--- config.mk ---
export PLATFORM = sky130hd
export DESIGN_NAME = mem_lsu
export DESIGN_NICKNAME = d
export VERILOG_FILES = /design/src/rtl/mem_lsu_pkg.sv /design/src/rtl/mem_lsu_align.sv /design/src/rtl/mem_lsu.sv
export SDC_FILE = /design/constraint.sdc
export NUM_CORES = 1
export LEC_CHECK = 0
export BUFFER_PORTS_ARGS = -buffer_cell sky130_fd_sc_hd__clkbuf_2
export CAP_MARGIN = 20
export CORE_ASPECT_RATIO = 0.6
export CORE_MARGIN = 4
export CORE_UTILIZATION = 56
export CTS_CLUSTER_DIAMETER = 120
export DETAILED_ROUTE_END_ITERATION = 8
export PLACE_DENSITY_LB_ADDON = 0.2
export SYNTH_ARGS = -nofsm -noshare
export SYNTH_HDL_FRONTEND = slang
export SYNTH_SLANG_ARGS = --single-unit
--- constraint.sdc ---
create_clock -name clk -period 10.6 [get_ports clk]
set_input_delay 1.06 -clock clk [delete_from_list [all_inputs] [get_ports clk]]
set_output_delay 1.06 -clock clk [all_outputs]
set_load 0.05 [all_outputs]
--- src/rtl/mem_lsu_pkg.sv ---
// Shared encodings for the MEM-stage load/store unit: FSM states, funct3 access codes
// and the byte-strobe masks for each access size.
package mem_lsu_pkg;

    typedef enum logic [1:0] {
        ST_IDLE = 2'd0,
        ST_REQ  = 2'd1,
        ST_RESP = 2'd2,
        ST_DONE = 2'd3
    } lsu_state_e;

    // funct3[1:0] is the log2 byte size, funct3[2] selects zero extension
    localparam logic [2:0] F3_B  = 3'd0;
    localparam logic [2:0] F3_H  = 3'd1;
    localparam logic [2:0] F3_W  = 3'd2;
    localparam logic [2:0] F3_D  = 3'd3;
    localparam logic [2:0] F3_BU = 3'd4;
    localparam logic [2:0] F3_HU = 3'd5;
    localparam logic [2:0] F3_WU = 3'd6;
    localparam logic [2:0] F3_BAD = 3'd7;

    localparam logic [7:0] MASK_B = 8'h01;
    localparam logic [7:0] MASK_H = 8'h03;
    localparam logic [7:0] MASK_W = 8'h0F;
    localparam logic [7:0] MASK_D = 8'hFF;

    function automatic logic [7:0] size_mask(input logic [1:0] sz);
        case (sz)
            2'd0:    return MASK_B;
            2'd1:    return MASK_H;
            2'd2:    return MASK_W;
            default: return MASK_D;
        endcase
    endfunction

endpackage

--- src/rtl/mem_lsu_align.sv ---
// Combinational alignment datapath: misalignment check, store strobe/data lane shift,
// and load byte extraction with sign/zero extension.
module lsu_align
    import mem_lsu_pkg::*;
(
    input  logic [2:0]  i_st_funct3,
    input  logic [2:0]  i_st_off,
    input  logic [63:0] i_wdata,
    output logic        o_misalign,
    output logic [7:0]  o_wstrb,
    output logic [63:0] o_wdata,
    input  logic [2:0]  i_ld_funct3,
    input  logic [2:0]  i_ld_off,
    input  logic [63:0] i_rdata,
    output logic [63:0] o_rdata
);

    logic [63:0] w_rsh;
    logic        w_sgn;

    always_comb begin
        case (i_st_funct3[1:0])
            2'd0:    o_misalign = 1'b0;
            2'd1:    o_misalign = i_st_off[0];
            2'd2:    o_misalign = |i_st_off[1:0];
            default: o_misalign = |i_st_off;
        endcase
        if (i_st_funct3 == F3_BAD)
            o_misalign = 1'b1;
    end

    assign o_wstrb = size_mask(i_st_funct3[1:0]) << i_st_off;
    assign o_wdata = i_wdata << {i_st_off, 3'b000};

    assign w_rsh = i_rdata >> {i_ld_off, 3'b000};
    assign w_sgn = ~i_ld_funct3[2];

    always_comb begin
        case (i_ld_funct3[1:0])
            2'd0:    o_rdata = {{56{w_sgn & w_rsh[7]}},  w_rsh[7:0]};
            2'd1:    o_rdata = {{48{w_sgn & w_rsh[15]}}, w_rsh[15:0]};
            2'd2:    o_rdata = {{32{w_sgn & w_rsh[31]}}, w_rsh[31:0]};
            default: o_rdata = w_rsh;
        endcase
    end

endmodule

--- src/rtl/mem_lsu.sv ---
// MEM-stage load/store unit: one data-memory access per EX/MEM entry over a valid/ready
// bus, stalling EX/MEM via mem_idle while the access is pending or in flight.
module mem_lsu
    import mem_lsu_pkg::*;
#(
    parameter int ADDR_W = 32
) (
    input  logic              clk,
    input  logic              rst,
    input  logic              in_valid,
    input  logic              in_inst_load,
    input  logic              in_inst_store,
    input  logic [2:0]        in_funct3,
    input  logic [ADDR_W-1:0] in_addr,
    input  logic [63:0]       in_wdata,
    input  logic              wb_ready,
    output logic              mem_idle,
    output logic              req_valid,
    input  logic              req_ready,
    output logic              req_wen,
    output logic [ADDR_W-1:0] req_addr,
    output logic [63:0]       req_wdata,
    output logic [7:0]        req_wstrb,
    input  logic              resp_valid,
    input  logic [63:0]       resp_rdata,
    output logic              resp_ready,
    output logic              out_valid,
    output logic [63:0]       out_rdata,
    output logic              out_misalign
);

    lsu_state_e        r_state, w_state_nxt;
    logic              r_req_wen;
    logic [ADDR_W-1:0] r_req_addr;
    logic [63:0]       r_req_wdata;
    logic [7:0]        r_req_wstrb;
    logic [2:0]        r_funct3;
    logic [2:0]        r_off;
    logic [63:0]       r_out_rdata;
    logic              r_out_misalign;

    logic              w_start;
    logic              w_misalign;
    logic [7:0]        w_wstrb;
    logic [63:0]       w_wdata;
    logic [63:0]       w_ld_data;

    assign w_start = (r_state == ST_IDLE) & in_valid & (in_inst_load | in_inst_store);

    lsu_align u_align (
        .i_st_funct3 (in_funct3),
        .i_st_off    (in_addr[2:0]),
        .i_wdata     (in_wdata),
        .o_misalign  (w_misalign),
        .o_wstrb     (w_wstrb),
        .o_wdata     (w_wdata),
        .i_ld_funct3 (r_funct3),
        .i_ld_off    (r_off),
        .i_rdata     (resp_rdata),
        .o_rdata     (w_ld_data)
    );

    // A misaligned entry faults straight to DONE without touching the bus, so EX/MEM
    // is not held for it: mem_idle only drops for starts that will issue a request.
    always_comb begin
        w_state_nxt = r_state;
        mem_idle    = 1'b1;
        req_valid   = 1'b0;
        resp_ready  = 1'b0;
        out_valid   = 1'b0;
        case (r_state)
            ST_IDLE: begin
                if (w_start) begin
                    w_state_nxt = w_misalign ? ST_DONE : ST_REQ;
                    mem_idle    = w_misalign;
                end
            end
            ST_REQ: begin
                mem_idle  = 1'b0;
                req_valid = 1'b1;
                if (req_ready)
                    w_state_nxt = ST_RESP;
            end
            ST_RESP: begin
                mem_idle   = 1'b0;
                resp_ready = 1'b1;
                if (resp_valid)
                    w_state_nxt = ST_DONE;
            end
            ST_DONE: begin
                out_valid = 1'b1;
                if (wb_ready)
                    w_state_nxt = ST_IDLE;
            end
            default: w_state_nxt = ST_IDLE;
        endcase
    end

    always_ff @(posedge clk or posedge rst) begin
        if (rst) begin
            r_state        <= ST_IDLE;
            r_req_wen      <= 1'b0;
            r_req_addr     <= '0;
            r_req_wdata    <= '0;
            r_req_wstrb    <= '0;
            r_funct3       <= '0;
            r_off          <= '0;
            r_out_rdata    <= '0;
            r_out_misalign <= 1'b0;
        end else begin
            r_state <= w_state_nxt;
            if (w_start) begin
                r_out_misalign <= w_misalign;
                r_out_rdata    <= '0;
                if (!w_misalign) begin
                    r_req_wen   <= in_inst_store;
                    r_req_addr  <= {in_addr[ADDR_W-1:3], 3'b000};
                    r_req_wstrb <= in_inst_store ? w_wstrb : 8'h00;
                    r_req_wdata <= in_inst_store ? w_wdata : 64'h0;
                    r_funct3    <= in_funct3;
                    r_off       <= in_addr[2:0];
                end
            end
            if (r_state == ST_RESP && resp_valid)
                r_out_rdata <= r_req_wen ? 64'h0 : w_ld_data;
        end
    end

    assign req_wen      = r_req_wen;
    assign req_addr     = r_req_addr;
    assign req_wdata    = r_req_wdata;
    assign req_wstrb    = r_req_wstrb;
    assign out_rdata    = r_out_rdata;
    assign out_misalign = r_out_misalign;

endmodule
==> summary.txt <==
Placement
  • Global placement routability congestion: 1.025
  • Pre-CTS WS: 6.105 ns
  • Dpl hpwl: 26.51 mm
  • Port Buffers: 341

Layout
  • N_diodes: 0
  • Fillers: 1499
  • Layout cells sized above 1: 0.3844
  • Most frequent cells in the layout: 340 x clkbuf_2, 173 x nand2_1, 172 x dfrtp_1, 85 x mux2i_1, 76 x o21ai_0
  • Nets: 1513
  • Final Util: 0.6989
  • Area added between synthesis and finish: 20.84%
  • Commonest non-fill, non-tap cell in the layout: clkbuf_2

Clock tree
  • Worst skew pair latency: 0.43 ns
  • Postcts setup bufs: 0
  • CTS clk-pin slew, worst paths: 0.07 ns
  • Cts repair resizes: 0
  • Clock root buffer: clkbuf_16
  • Number of hold buffers added after cts: 0
  • Clk sinks: 175
  • CTS tree: built
  • CTS Buf Count: 17
  • Max Buffers Root-to-Sink: 2
  • H-tree depth: 4

Status
  • Outcome: finished clean

STA
  • Crit share post-route: 0.4291
  • Final setup fails: 0
  • Final period demand of the worst path: 4.549 ns
  • Fmax: 219.8 MHz
  • Slew margin rel.: 0.3034
  • Setup_tns: 0 ns
  • Worst Max-Slew Pin Slew: 1.045 ns
  • Final hold violation count: 0
  • Final WS setup: 6.051 ns
  • Pins over their slew limit: 0
  • Unrepaired setup endpoints after global routing: no
  • Worst Skew: 0.008515 ns

Routing
  • Detailed Route Iter0 Violations: 1004
  • Via count: 9723
  • Vias/cell: 6.115
  • Pre-antenna DRT Iters: 7
  • Routed Wire Length: 35.96 mm
  • Average wire per standard cell: 22.62 um
  • Final ANT Viol Nets: 0
  • Drt drc: 0

GRT
  • First-pass GRT wire length: 54.06 mm
  • Vias in the first global route: 9158
  • Tot GR Track Use: 0.3324
  • Global route total overflow: 0
  • Largest net degree at the start of global routing: 98
  • Antenna violations before repair: 0

Synthesis
  • Count of flip-flops with a built-in enable after synthesis: 0
  • Average cell area after synthesis: 9.986 um2
  • Register area share after synthesis: 0.4125
  • Yosys reg bits: 175
  • Yosys warning count: 0
  • FFs w/ async S/R, synth: 1.000
  • Post-synthesis cell type count: 50
  • Gate Count Post-Synth: 1063
  • Syn Std Cell Area: 10620 um2
  • Ys flop type: dfrtp_1

Floorplanning
  • Die Width: 185.7 um
  • Starting Density: 0.5784
  • Chip height: 114.6 um
  • Io pins: 345
  • Core footprint: 18350 um2
  • Die Area: 21290 um2
  • Num rows: 38

Power and ir drop
  • Clock power share: 0.143
  • Int Power: 0.001946 W
  • Seq pwr share: 0.267
  • Leak pwr: 6.352 nW
  • Comb power frac: 0.589
  • Worst vdd ir: 240.5 uV
  • Sw Share: 0.5409
  • Pwr dens: 330.4 nW/um2
  • Net Sw Power: 0.002292 W

Critical path
  • Reg-to-reg setup timing slack: 7.66 ns
  • Critical path endpoint category: primary output
  • Worst-path fanout max: 62
  • Critical Path Source Type: input pin
  • Critical Setup Path Class: in2out
  • CP required: 9.54 ns
  • Slowest cell on crit path: nand3_4
  • Crit-path cells: clkbuf_2 > o21a_1 > o21ai_1 > nand3_4 > a21boi_0 > clkbuf_2
  • Crit path DAT: 3.49 ns
  • CP max stage delay: 0.59 ns
  • CP most frequent cell: clkbuf_2

Min path
  • Worst Hold Class: reg2reg

Run
  • Max_cap viols: 0
==> synth_stat cells, types with 12 or more instances <==
| cell | count | area share |
|---|---|---|
| a21oi_1 | 61 | 0.029 |
| a221o_1 | 23 | 0.022 |
| buf_2 | 28 | 0.013 |
| buf_4 | 13 | 0.0092 |
| clkbuf_1 | 46 | 0.016 |
| dfrtp_1 | 175 | 0.41 |
| inv_1 | 23 | 0.0081 |
| mux2_2 | 59 | 0.063 |
| mux2i_1 | 85 | 0.080 |
| mux4_2 | 37 | 0.079 |
| nand2_1 | 173 | 0.061 |
| nand2b_1 | 12 | 0.0071 |
| nor2_1 | 48 | 0.017 |
| nor2b_1 | 16 | 0.0094 |
| o21ai_0 | 76 | 0.036 |
| o21ai_1 | 12 | 0.0057 |
| o22ai_1 | 25 | 0.015 |
| o31ai_1 | 20 | 0.014 |
| o31ai_2 | 15 | 0.018 |
==> worst max-delay path: cells and delay by family <==
| kind | cells | cell delay (ns) |
|---|---|---|
| AO/OA/AOI/OAI | 3 | 0.99 |
| buffers and inverters | 2 | 0.81 |
| AND/OR/NAND/NOR | 1 | 0.59 |
==> power by group through the flow <==
stage                     clock network (W)  logic (W)  registers [W]
after global placement                    0    0.00244        0.00113
after CTS                          0.000615    0.00248        0.00113
after detailed placement                  0    0.00246        0.00113
after global routing               0.000648    0.00264        0.00116
after floorplan                           0    0.00107        0.00194
final                              0.000608    0.00250        0.00113
==> per-layer routing <==
metal | GRT usage | vias to the layer above | routed length [um]
li1 | - | 4422 | -
met1 | 0.4987 | 4662 | 15750
met2 | 0.4452 | 585 | 14550
met3 | 0.1451 | 54 | 4937
met4 | 0.07132 | 0 | 724
met5 | 0 | - | 0
==> sequential cells by signal, summed over array words and instances (netlist names) <==
signal and count:
out_rdata 64, req_wdata 64, req_addr 29, r_funct3 3, r_off 3, req_wstrb 8
req_wen 1, out_misalign 1, r_state 2
==> path summary, 6_finish.rpt <==
path / to / from / cells past startpoint
max in group asynchronous: req_addr[23]$_DFFE_PP0P_ / rst / 4
max: mem_idle / in_addr[2] / 6
min in group asynchronous: out_rdata[13]$_DFFE_PP0P_ / rst / 2
min reg2reg: req_wdata[22]$_DFFE_PP0P_ / req_wdata[22]$_DFFE_PP0P_ / 2
min: req_wdata[22]$_DFFE_PP0P_ / req_wdata[22]$_DFFE_PP0P_ / 2
max reg2reg: req_wstrb[7]$_DFFE_PP0P_ / r_state[1]$_DFFE_PP0P_ / 6
==> final cells by class <==
class | instances | area [um2] | area share
clock buffer | 21 | 450.4 | 0.03512
clock inverter | 11 | 107.6 | 0.008389
inverter | 23 | 91.34 | 0.007121
multi-input combinational | 766 | 5665 | 0.4417
sequential | 175 | 4385 | 0.3419
tap | 240 | 300.3 | 0.02341
timing repair buffer | 354 | 1827 | 0.1424
==> cells by family after synthesis <==
kind of cell	count (synthesis)	synth area share
compound gates	297	0.1888
simple gates	280	0.1145
mux	181	0.2212
flops	175	0.4125
buf+inv	124	0.05670
fa+ha+maj	5	0.005893
other cells	1	0.0003533
==> metrics by stage <==
step / power [W] / cell area, um2 / std cells / hold slack (ns)
global placement: 0.003564 / 12240 / 1557 / 0.4572
global route: 0.004457 / 12830 / 1590 / 0.4886
detailed placement: 0.003596 / 12240 / 1557 / 0.4633
floorplan: 0.003010 / 10620 / 1065 / 0.5180
finish: 0.004238 / 12830 / 1590 / 0.4752
CTS: 0.004219 / 12800 / 1589 / 0.4803
No activity file was read; power rests on OpenSTA's default activity.
